[config.mk]
export PLATFORM = sky130hd
export DESIGN_NAME = wb_write_arbiter
export DESIGN_NICKNAME = d
export VERILOG_FILES = /design/src/rtl/wb_write_arbiter_pkg.sv /design/src/rtl/wb_write_arbiter_result_fifo.sv /design/src/rtl/wb_write_arbiter.sv
export SDC_FILE = /design/constraint.sdc
export NUM_CORES = 1
export LEC_CHECK = 0
export CAP_MARGIN = 20
export CORE_ASPECT_RATIO = 1.4
export CORE_MARGIN = 10
export CORE_UTILIZATION = 30
export DETAILED_ROUTE_END_ITERATION = 7
export PLACE_DENSITY = 0.58
export SLEW_MARGIN = 20
export SYNTH_ARGS = -nofsm -noshare
export SYNTH_HDL_FRONTEND = slang
export SYNTH_SLANG_ARGS = --single-unit
[constraint.sdc]
create_clock -name i_clk -period 5.61 [get_ports i_clk]
set_clock_uncertainty 0.1 [all_clocks]
set_input_delay 1.122 -clock i_clk [delete_from_list [all_inputs] [get_ports i_clk]]
set_output_delay 1.122 -clock i_clk [all_outputs]
set_load 0.01 [all_outputs]
[src/rtl/wb_write_arbiter_pkg.sv]
// Shared definitions for the register-file write-port arbiter.
package wb_write_arbiter_pkg;

  localparam int unsigned DATA_W_DEF = 32;
  localparam int unsigned ADDR_W_DEF = 5;

  // Architectural zero register: writes to it are dropped.
  localparam int unsigned REG_ZERO = 0;

  // NORMAL: pipeline has priority. FORCE: starved FIFO head takes the port.
  typedef enum logic {
    ST_NORMAL = 1'b0,
    ST_FORCE  = 1'b1
  } arb_state_e;

endpackage

[src/rtl/wb_write_arbiter_result_fifo.sv]
// Small synchronous FIFO for long-latency results, exposing per-entry
// valid/address so the owner can build a pending-register mask.
module wb_result_fifo
  import wb_write_arbiter_pkg::*;
#(
  parameter int unsigned DATA_W = DATA_W_DEF,
  parameter int unsigned ADDR_W = ADDR_W_DEF,
  parameter int unsigned DEPTH  = 2
) (
  input  logic                           clk,
  input  logic                           rst,
  input  logic                           i_push,
  input  logic [ADDR_W-1:0]              i_push_addr,
  input  logic [DATA_W-1:0]              i_push_data,
  input  logic                           i_pop,
  output logic [ADDR_W-1:0]              o_head_addr,
  output logic [DATA_W-1:0]              o_head_data,
  output logic [$clog2(DEPTH):0]         o_count,
  output logic                           o_full,
  output logic                           o_empty,
  output logic [DEPTH-1:0]               o_entry_valid,
  output logic [DEPTH-1:0][ADDR_W-1:0]   o_entry_addr
);

  localparam int unsigned PTR_W = $clog2(DEPTH);
  localparam int unsigned CNT_W = PTR_W + 1;

  logic [PTR_W-1:0]              wr_ptr_q, wr_ptr_d;
  logic [PTR_W-1:0]              rd_ptr_q, rd_ptr_d;
  logic [CNT_W-1:0]              count_q, count_d;
  logic [DEPTH-1:0]              valid_q, valid_d;
  logic [DEPTH-1:0][ADDR_W-1:0]  mem_addr_q, mem_addr_d;
  logic [DEPTH-1:0][DATA_W-1:0]  mem_data_q, mem_data_d;
  logic                          do_push, do_pop;

  assign o_full        = (count_q == CNT_W'(DEPTH));
  assign o_empty       = (count_q == '0);
  assign o_count       = count_q;
  assign o_head_addr   = mem_addr_q[rd_ptr_q];
  assign o_head_data   = mem_data_q[rd_ptr_q];
  assign o_entry_valid = valid_q;
  assign o_entry_addr  = mem_addr_q;

  // Next-state for pointers, count, storage and per-entry valid flags.
  always_comb begin
    do_push    = i_push && !o_full;
    do_pop     = i_pop && !o_empty;
    wr_ptr_d   = wr_ptr_q + PTR_W'(do_push);
    rd_ptr_d   = rd_ptr_q + PTR_W'(do_pop);
    mem_addr_d = mem_addr_q;
    mem_data_d = mem_data_q;
    valid_d    = valid_q;
    count_d    = count_q;
    if (do_pop) begin
      valid_d[rd_ptr_q] = 1'b0;
    end
    if (do_push) begin
      mem_addr_d[wr_ptr_q] = i_push_addr;
      mem_data_d[wr_ptr_q] = i_push_data;
      valid_d[wr_ptr_q]    = 1'b1;
    end
    case ({do_push, do_pop})
      2'b10:   count_d = count_q + CNT_W'(1);
      2'b01:   count_d = count_q - CNT_W'(1);
      default: count_d = count_q;
    endcase
  end

  // FIFO state register; reset discards all buffered results.
  always_ff @(posedge clk or posedge rst) begin
    if (rst) begin
      wr_ptr_q   <= '0;
      rd_ptr_q   <= '0;
      count_q    <= '0;
      valid_q    <= '0;
      mem_addr_q <= '0;
      mem_data_q <= '0;
    end else begin
      wr_ptr_q   <= wr_ptr_d;
      rd_ptr_q   <= rd_ptr_d;
      count_q    <= count_d;
      valid_q    <= valid_d;
      mem_addr_q <= mem_addr_d;
      mem_data_q <= mem_data_d;
    end
  end

endmodule

[src/rtl/wb_write_arbiter.sv]
// Arbitrates the single register-file write port between the WB stage and
// buffered long-latency results, with a starvation-forced grant.
module wb_write_arbiter
  import wb_write_arbiter_pkg::*;
#(
  parameter int unsigned DATA_W     = DATA_W_DEF,
  parameter int unsigned ADDR_W     = ADDR_W_DEF,
  parameter int unsigned FIFO_DEPTH = 2,
  parameter int unsigned MAX_WAIT   = 4
) (
  input  logic                           i_clk,
  input  logic                           i_rst,
  input  logic                           i_wb_regwrite,
  input  logic [ADDR_W-1:0]              i_wb_reg,
  input  logic [DATA_W-1:0]              i_wb_data,
  output logic                           o_wb_stall,
  input  logic                           i_lu_valid,
  input  logic [ADDR_W-1:0]              i_lu_reg,
  input  logic [DATA_W-1:0]              i_lu_data,
  output logic                           o_lu_ready,
  output logic                           o_rf_we,
  output logic [ADDR_W-1:0]              o_rf_addr,
  output logic [DATA_W-1:0]              o_rf_data,
  output logic [(2**ADDR_W)-1:0]         o_lu_pending,
  output logic [$clog2(FIFO_DEPTH):0]    o_fifo_count
);

  localparam int unsigned WAIT_W = $clog2(MAX_WAIT + 1);

  arb_state_e                        state_q, state_d;
  logic [WAIT_W-1:0]                 wait_q, wait_d;
  logic                              rf_we_q, rf_we_d;
  logic [ADDR_W-1:0]                 rf_addr_q, rf_addr_d;
  logic [DATA_W-1:0]                 rf_data_q, rf_data_d;

  logic                              wb_req, lu_push;
  logic                              grant_wb, grant_lu, wb_stall;
  logic [ADDR_W-1:0]                 head_addr;
  logic [DATA_W-1:0]                 head_data;
  logic                              fifo_full, fifo_empty;
  logic [FIFO_DEPTH-1:0]             entry_valid;
  logic [FIFO_DEPTH-1:0][ADDR_W-1:0] entry_addr;

  assign wb_req     = i_wb_regwrite && (i_wb_reg != ADDR_W'(REG_ZERO));
  // Zero-register results are acknowledged but never stored.
  assign lu_push    = i_lu_valid && !fifo_full && (i_lu_reg != ADDR_W'(REG_ZERO));
  assign o_lu_ready = !fifo_full;
  assign o_wb_stall = wb_stall;
  assign o_rf_we    = rf_we_q;
  assign o_rf_addr  = rf_addr_q;
  assign o_rf_data  = rf_data_q;

  wb_result_fifo #(
    .DATA_W (DATA_W),
    .ADDR_W (ADDR_W),
    .DEPTH  (FIFO_DEPTH)
  ) u_fifo (
    .clk           (i_clk),
    .rst           (i_rst),
    .i_push        (lu_push),
    .i_push_addr   (i_lu_reg),
    .i_push_data   (i_lu_data),
    .i_pop         (grant_lu),
    .o_head_addr   (head_addr),
    .o_head_data   (head_data),
    .o_count       (o_fifo_count),
    .o_full        (fifo_full),
    .o_empty       (fifo_empty),
    .o_entry_valid (entry_valid),
    .o_entry_addr  (entry_addr)
  );

  // Grant selection, stall, starvation counter and next RF write.
  always_comb begin
    grant_wb  = 1'b0;
    grant_lu  = 1'b0;
    wb_stall  = 1'b0;
    state_d   = ST_NORMAL;
    wait_d    = wait_q;
    if (state_q == ST_FORCE && !fifo_empty) begin
      grant_lu = 1'b1;
      wb_stall = wb_req;
    end else if (wb_req) begin
      grant_wb = 1'b1;
    end else if (!fifo_empty) begin
      grant_lu = 1'b1;
    end

    if (fifo_empty || grant_lu) begin
      wait_d = '0;
    end else if (wait_q == WAIT_W'(MAX_WAIT - 1)) begin
      wait_d  = '0;
      state_d = ST_FORCE;
    end else begin
      wait_d = wait_q + WAIT_W'(1);
    end

    rf_we_d   = grant_wb || grant_lu;
    rf_addr_d = rf_addr_q;
    rf_data_d = rf_data_q;
    if (grant_lu) begin
      rf_addr_d = head_addr;
      rf_data_d = head_data;
    end else if (grant_wb) begin
      rf_addr_d = i_wb_reg;
      rf_data_d = i_wb_data;
    end
  end

  // One-hot OR of destinations still held in the FIFO.
  always_comb begin
    o_lu_pending = '0;
    for (int unsigned i = 0; i < FIFO_DEPTH; i++) begin
      if (entry_valid[i]) begin
        o_lu_pending[entry_addr[i]] = 1'b1;
      end
    end
  end

  // Arbiter state and registered RF write port.
  always_ff @(posedge i_clk or posedge i_rst) begin
    if (i_rst) begin
      state_q   <= ST_NORMAL;
      wait_q    <= '0;
      rf_we_q   <= 1'b0;
      rf_addr_q <= '0;
      rf_data_q <= '0;
    end else begin
      state_q   <= state_d;
      wait_q    <= wait_d;
      rf_we_q   <= rf_we_d;
      rf_addr_q <= rf_addr_d;
      rf_data_q <= rf_data_d;
    end
  end

endmodule

==> impl_metrics.json <==
{
  "outcome": "finished, final reports clean",
  "die-area_um2": 25200,
  "netlist_top_cells_area": "dfrtp_1 (53%), mux2_2 (14%), o22ai_1 (5.8%), a21oi_1 (3.2%), o2bb2ai_1 (3.0%)",
  "synth_cells": 493,
  "syn-num-nets": 575,
  "drive_gt1_share_pct": 19.2,
  "routed_wl_um": 17700,
  "synth.most_common_cell": "dfrtp_1",
  "setup_viol": 0,
  "r2r_slack_ns": 2.21,
  "fp.dieH_um": 184,
  "first_global_vias": 4985,
  "clockBufferDepth": 2,
  "min_period_ns": 4.09,
  "ctsHoldBuffers": 0,
  "die_w_um": 137,
  "synth_common_cells": "dfrtp_1 (122), mux2_2 (74), o22ai_1 (53)",
  "place_hpwl_um": 12300,
  "grt_antenna_before_repair": 1,
  "rows": 59,
  "max-cap-violations": 0,
  "synth_cell_types": 37,
  "wire_per_inst_um": 20.0,
  "rsz0062_at_grt": "no",
  "power.density_nw_per_um2": 565,
  "cts-resized-gates": 0,
  "ys.flop_type": "dfrtp_1",
  "port_buffers": 151,
  "busiest_layer": "met2",
  "place_inst": 851,
  "gp_congestion": 0.830,
  "p_leak_nw": 3.19,
  "worstSetupPathType": "in2out",
  "cp-end-kind": "primary output",
  "max-vdd-ir-drop_uv": 173,
  "cp_top_family": "buffers and inverters",
  "met2_usage_pct": 23.4,
  "cts_tree": "built",
  "clock.fmax_mhz": 244,
  "grtUsageTotal_pct": 13.6,
  "p_total_mw": 4.57,
  "drtAntennaViolNets": 0,
  "utilization_pct": 43.2,
  "clock_latency_ns": 0.40,
  "grt_first_pass_wirelength_um": 27300,
  "drc": 0,
  "slowest_stage": "or3_1",
  "ys_warn_count": 0,
  "worstPathArrival_ns": 2.87,
  "cts_made_buffers": 17,
  "nets": 709,
  "htreeDepth": 4,
  "crit_buf_inv": 2,
  "grt_util_met1_pct": 15.9,
  "stdcell_count": 885,
  "drt_pass1_iterations": 4,
  "clk_pin_slew_ns": 0.06,
  "drv_slew": 0,
  "fin_tns_setup_ns": 0,
  "critPathMaxFanout": 5,
  "slew_headroom_pct": 27.8,
  "ys_seq_area_share_pct": 53.0,
  "fin_crit_sh_pct": 72.9,
  "syn_area_um2": 5760,
  "io_pins": 152,
  "synth_edf_count": 0,
  "drt_iter0_drc": 257,
  "via_per_inst": 5.32,
  "critical_path.most_common_cell": "clkdlybuf4s50_1",
  "initial_core_util_pct": 30.7,
  "cts_sinks": 122,
  "post_cts_buffers": 0,
  "syn_area_per_cell_um2": 11.7,
  "worstPathRequired_ns": 4.39,
  "synth_area_leader_cell": "dfrtp_1",
  "overflow": 0,
  "synth_top_area_share_pct": 53.0,
  "finalHoldViolCount": 0,
  "via_count": 4707,
  "crit_chain": "clkdlybuf4s50_1, or3_1, o21ai_0, nor2_1, clkdlybuf4s50_1",
  "max_stage_delay_ns": 0.49,
  "worst_pin_slew_ns": 1.08,
  "fp.coreArea_um2": 18800,
  "grt_max_degree": 59,
  "ys_ff_latch": 122,
  "grt_use_met3_pct": 3.39,
  "async_flop_share_pct": 100,
  "synthToLayoutAreaGrowth_pct": 40.6,
  "clockRootBuffer": "clkbuf_16",
  "worst_hold_path_type": "reg2reg",
  "start_kind": "primary input"
}
[power by group]
part	internal (mW)	switching [mW]
combinational	0.962	0.818
sequential	1.30	0.337
clock	0.741	0.412
[metrics by stage]
stage / hold slack (ns) / area [um2] / setup slack [ns]
after floorplan: 0.319 / 5760 / 1.15
after global placement: 0.329 / 7450 / 1.56
after detailed placement: 0.338 / 7450 / 1.53
after CTS: 0.346 / 8080 / 1.51
after global routing: 0.353 / 8100 / 1.42
final: 0.343 / 8100 / 1.52
[registers in the layout, indices dropped and copies added (netlist names)]
signal	count
u_fifo.wr_ptr_q	1
u_fifo.o_count	2
state_q	1
u_fifo.o_entry_addr	10
u_fifo.mem_data_q	64
u_fifo.o_entry_valid	2
wait_q	3
o_rf_data	32
o_rf_we	1
u_fifo.rd_ptr_q	1
o_rf_addr	5
[worst paths after layout]
check / from / end / cells past startpoint
hold reg to reg: wait_q[0] / wait_q[0] / 1
min in group asynchronous: i_rst / o_rf_data[2] / 2
setup / recovery: i_wb_reg[0] / o_wb_stall / 5
setup reg to reg: u_fifo.rd_ptr_q / o_rf_data[19] / 4
hold / removal: wait_q[0] / wait_q[0] / 1
max in group asynchronous: i_rst / u_fifo.mem_data_q[25] / 3
[cell type report]
type	instances	area, um2
Fill cell	1821	10700
Multi-Input combinational cell	321	2510
Sequential cell	122	3050
Antenna cell	1	2.50
Clock buffer	20	467
Timing Repair Buffer	158	1570
Inverter	7	28.8
Clock inverter	12	161
Tap cell	244	305
[cells in the final DEF, fill, tap and decap left out, types with 2 or more instances in the layout]
cell type,count
a21oi_1,37
a22o_1,17
and3_1,20
buf_4,6
bufinv_16,3
clkbuf_16,17
clkbuf_8,3
clkdlybuf4s50_1,151
clkinvlp_4,3
dfrtp_1,122
ha_1,2
ha_2,2
inv_1,5
inv_6,4
mux2_2,74
nand2_1,7
nand3_1,21
nand3b_1,10
nor2_1,8
nor2b_1,3
nor3b_1,2
o21ai_0,4
o22a_1,17
o22ai_1,53
o2bb2ai_1,20
or3_1,6
or3b_2,2
xnor2_1,3
[cell families after synthesis]
family | synth area share [%]
AOI/OAI and AO/OA | 18.3
DFF | 53.0
and+or+nand+nor | 8.80
muxes | 14.5
buffers and inverters | 3.95
xor gates and xnor gates | 0.609
adders and majority gates | 0.869
[layer usage]
metal	routed length [um]	up-vias	share of wire (%)
met1	7280	2379	41
li1	-	2148	-
met2	8870	160	50
met3	1270	20	7.2
met4	252	0	1.4
met5	0	-	0
Note: power is estimated with default switching activity, not from simulation.
